<file path="config.mk">
export PLATFORM = sky130hd
export DESIGN_NAME = spi_master
export DESIGN_NICKNAME = d
export VERILOG_FILES = /design/src/rtl/spi_master.sv
export SDC_FILE = /design/constraint.sdc
export NUM_CORES = 1
export LEC_CHECK = 0
export BUFFER_PORTS_ARGS = -buffer_cell sky130_fd_sc_hd__buf_4
export CAP_MARGIN = 15
export CORE_UTILIZATION = 50
export CTS_CLUSTER_DIAMETER = 120
export DETAILED_ROUTE_END_ITERATION = 12
export PLACE_DENSITY = 0.71
export SKIP_CTS_REPAIR_TIMING = 1
export SLEW_MARGIN = 20
export SYNTH_ARGS = -nofsm -noshare
export SYNTH_HDL_FRONTEND = slang
export SYNTH_SLANG_ARGS = --single-unit
</file>
<file path="constraint.sdc">
create_clock -name CLK -period 3.05 [get_ports CLK]
set_clock_uncertainty 0.1 [all_clocks]
set_input_delay 0 -clock CLK [delete_from_list [all_inputs] [get_ports CLK]]
set_output_delay 0 -clock CLK [all_outputs]
set_load 0.01 [all_outputs]
</file>
<file path="src/rtl/spi_master.sv">
// spi_master: SPI master with idle-low SCLK and LSB-first frames; define SPI_MASTER_MSB_FIRST_EN for MSB-first frames
module spi_master #(
  parameter int LEN_DATA = 8,
  parameter int CLK_DIV  = 4,
  parameter int SS_GAP   = 2
) (
  input  logic                CLK,
  input  logic                RST_N,
  input  logic                start,
  input  logic [LEN_DATA-1:0] tx_data,
  output logic                busy,
  output logic                done,
  output logic [LEN_DATA-1:0] rx_data,
  output logic                SCLK,
  output logic                MOSI,
  input  logic                MISO,
  output logic                SS
);
  localparam int DW = $clog2(CLK_DIV) + 1;
  localparam int BW = $clog2(LEN_DATA) + 1;
  localparam int GW = $clog2(SS_GAP) + 1;
  localparam logic [DW-1:0] DIV_LAST = DW'(CLK_DIV - 1);
  localparam logic [BW-1:0] BIT_LAST = BW'(LEN_DATA - 1);
  localparam logic [GW-1:0] GAP_LAST = GW'(SS_GAP - 1);
  typedef enum logic [2:0] {IDLE, LEAD, HIGH, LOW, TRAIL, GAP} state_t;
  state_t state;
  logic [DW-1:0] div;
  logic [BW-1:0] cnt;
  logic [GW-1:0] gap;
  logic [LEN_DATA-1:0] tx_sr, rx_sr, tx_load, tx_shift, rx_shift;
  logic div_end, tx_first, tx_next;
  assign div_end = div == DIV_LAST;
`ifdef SPI_MASTER_MSB_FIRST_EN
  assign tx_first = tx_data[LEN_DATA-1];
  assign tx_load  = tx_data << 1;
  assign tx_next  = tx_sr[LEN_DATA-1];
  assign tx_shift = tx_sr << 1;
  assign rx_shift = {rx_sr[LEN_DATA-2:0], MISO};
`else
  assign tx_first = tx_data[0];
  assign tx_load  = tx_data >> 1;
  assign tx_next  = tx_sr[0];
  assign tx_shift = tx_sr >> 1;
  assign rx_shift = {MISO, rx_sr[LEN_DATA-1:1]};
`endif
  // frame sequencer: every phase output is registered so SS/SCLK/MOSI are glitch-free
  always_ff @(posedge CLK) begin
    if (!RST_N) begin
      state   <= IDLE;
      div     <= '0;
      cnt     <= '0;
      gap     <= '0;
      tx_sr   <= '0;
      rx_sr   <= '0;
      rx_data <= '0;
      SS      <= 1'b1;
      SCLK    <= 1'b0;
      MOSI    <= 1'b0;
      busy    <= 1'b0;
      done    <= 1'b0;
    end else begin
      done <= 1'b0;
      if (state inside {LEAD, HIGH, LOW, TRAIL}) div <= div_end ? '0 : div + 1'b1;
      case (state)
        IDLE: if (start) begin
          state <= LEAD;
          tx_sr <= tx_load;
          rx_sr <= '0;
          MOSI  <= tx_first;
          SS    <= 1'b0;
          SCLK  <= 1'b0;
          busy  <= 1'b1;
          cnt   <= '0;
          div   <= '0;
        end
        LEAD: if (div_end) begin
          state <= HIGH;
          SCLK  <= 1'b1;
        end
        HIGH: if (div_end) begin
          state <= LOW;
          SCLK  <= 1'b0;
        end
        LOW: if (div_end) begin
          rx_sr <= rx_shift;
          if (cnt == BIT_LAST) state <= TRAIL;
          else begin
            state <= HIGH;
            SCLK  <= 1'b1;
            MOSI  <= tx_next;
            tx_sr <= tx_shift;
            cnt   <= cnt + 1'b1;
          end
        end
        TRAIL: if (div_end) begin
          state   <= GAP;
          SS      <= 1'b1;
          MOSI    <= 1'b0;
          rx_data <= rx_sr;
          done    <= 1'b1;
          gap     <= '0;
        end
        GAP: if (gap == GAP_LAST) begin
          state <= IDLE;
          busy  <= 1'b0;
        end else gap <= gap + 1'b1;
        default: state <= IDLE;
      endcase
    end
  end
endmodule

</file>
==> results.tsv <==
metric	value	unit
layout cells sized above 1	16.5	%
Distinct cells, synth	44	
register area share after synthesis	44.1	%
vias in the first global route	1509	
Setup crit start kind	flop	
largest net degree at the start of global routing	32	
via/cell ratio	5.71	
placed cell areas	1990	um^2
asr flop ratio synth	0	%
fin. max-slew vios	0	
TritonCTS sink count	40	
setup violators final	0	
post-synthesis xor/xnor area fraction	0	%
Bufs on Longest Clock Path	2	
Syn Std Cell Area	1810	um^2
largest fanout on the critical path	21	
LEAKAGE	0.894	nW
Syn Area/Cell	8.76	um^2
Post-Syn Instances	207	
pwr dens	472	nW/um^2
io pins	25	
GPL Wtd Cong	0.900	
Total Nets Final	251	
total power	1.02	mW
status	completed	
slowest stage delay, CP	770	ps
clock transition at the registers of the reported paths	120	ps
simple-gate share of the synthesized area	21.4	%
root buffer cell	clkbuf_4	
DR pass1 iterations	4	
latest clock arrival within the worst-skew pair	360	ps
CTS tree	done	
Met2 Routed Length	1.90	mm
die height	62.2	um
Worst setup startpoint	state[2]$_SDFFE_PN0P_	
WL met3	246	um
Design Area, Final	2170	um^2
period utilization	89.7	%
WL met1	1.72	mm
YS warnings	0	
main combinational cell family by area after synthesis	compound AO/OA/AOI/OAI gates	
VDD IR max	0.366	mV
first-pass GRT wire length	6.84	mm
slew margin rel.	36.0	%
antenna violations before repair	0	
Starting Density	53.1	%
multiplexer share of the synthesized area	5.52	%
min Tclk post-route	2740	ps
number of port buffers	24	
CP arrival	2890	ps
complex-gate fraction of the synthesized area	22.1	%
Slowest cell on crit path	dfxtp_1	
total wire length	3.93	mm
CP Class	flop to flop	
ant diodes	0	
Reg-to-Reg Start	state[2]$_SDFFE_PN0P_	
unrepaired setup endpoints after global routing	false	
syn_nets	222	
Final Hold Vio Count	0	
htree depth	2	
grt ovf	0	
setup TNS	0	ps
CTS Buf Count	5	
DR vias	1616	
most common cell after layout, fill and taps aside	dfxtp_1	
ANT nets after route	0	
area delta synth->final	19.4	%
HPWL Detailed	2.58	mm
Hold Path Class	input port to flop	
die area	3870	um^2
DR iter-0 viols	81	
Die X	62.2	um
core box area	3420	um^2
Adder-Cell Fraction of Synth Area	2.07	%
Synth Register Bits	40	
Worst Path Required	3200	ps
maximum clock frequency	0.366	GHz
worst slew pin tran	959	ps
Max Cap Violations	0	
multi-input gate area in the final layout	927	um^2
WL per Instance	13.9	um
drt drc	0	
Top Layer Used	met4	
Post-synth EDFFs	0	
Filler cells	316	
Synth Flop Type	dfxtp_1	
commonest cells after routing, fill and taps aside	40 x dfxtp_1, 32 x nor2_1, 25 x buf_4	
Storage cell area	801	um^2
row count	21	
cell breakdown of the critical path	and3b_1 -> a221oi_4 -> o32ai_1 -> dlygate4sd3_1	
Crit. End Element	flop	
GR Util All Layers	22.2	%
hold path startpoint	tx_data[0]	
## registers in the layout, indices dropped and copies added (netlist names), 2 cells and up
signal / cells
cnt: 4
div: 3
gap: 2
rx_data: 8
rx_sr: 8
state: 3
tx_sr: 7
## through the flow
step / setup slack [ps] / std cells / utilization (%) / hold slack, ps
2_1_floorplan: 1260 / 207 / - / 32.1
3_3_place_gp: 838 / 264 / 58.3 / 151
3_5_place_dp: 738 / 264 / 58.3 / 182
4_1_cts: 703 / 272 / 60.2 / -210
5_1_grt: 148 / 283 / 63.4 / 32.2
6_report: 315 / 283 / 63.4 / 12.5
## per-layer routing
metal  track usage, %  vias to the layer above
li1                 -                      806
met3             6.99                        6
met1             27.1                      745
met2             35.9                       59
met4             9.30                        0
met5                0                        -
## worst max-delay path, delay by kind of cell, from the launching register on
family / cells / cell delay (ps)
buffers and inverters: 1 / 590
and+or+nand+nor: 1 / 370
DFF: 1 / 770
AOI/OAI and AO/OA: 2 / 800
## cell families after synthesis
group | Yosys count
flops | 40
compound gates | 54
mux | 10
buf+inv | 19
fa+ha+maj | 3
simple gates | 81
## Yosys cell counts (5+ instances only)
library cell,count,area share [%]
a21oi_1,12,3.3
nand2b_1,5,1.7
mux2i_1,10,5.5
a311oi_1,8,3.9
o21ai_0,6,1.7
clkbuf_1,7,1.4
nand2_1,22,4.6
dfxtp_1,40,44
buf_2,6,1.7
inv_1,5,1.0
nor2_1,32,6.6
a22oi_1,8,3.3
## cell type report
| cell class | count | area share [%] |
|---|---|---|
| Clock buffer | 6 | 2.37 |
| Timing Repair Buffer | 36 | 13.7 |
| Multi-Input combinational cell | 148 | 42.8 |
| Inverter | 5 | 0.866 |
| Tap cell | 46 | 2.66 |
| Clock inverter | 2 | 0.635 |
| Sequential cell | 40 | 37.0 |
## power breakdown
group	internal (mW)	switching (mW)	leakage (nW)	total, mW
Sequential	0.545	0.0246	0.325	0.570
Combinational	0.0720	0.0848	0.530	0.157
Clock	0.114	0.182	0.0386	0.296
Total	0.731	0.292	0.894	1.02
## worst paths after layout
kind                                end  slack (ps)  cells past startpoint
setup / recovery  tx_sr[6]$_SDFFE_PN0P_         310                      4
hold / removal        MOSI$_SDFFE_PN0P_          10                      4
setup reg to reg  tx_sr[6]$_SDFFE_PN0P_         310                      4
hold reg to reg   tx_sr[2]$_SDFFE_PN0P_         390                      2
(Power assumes the default switching activity.)
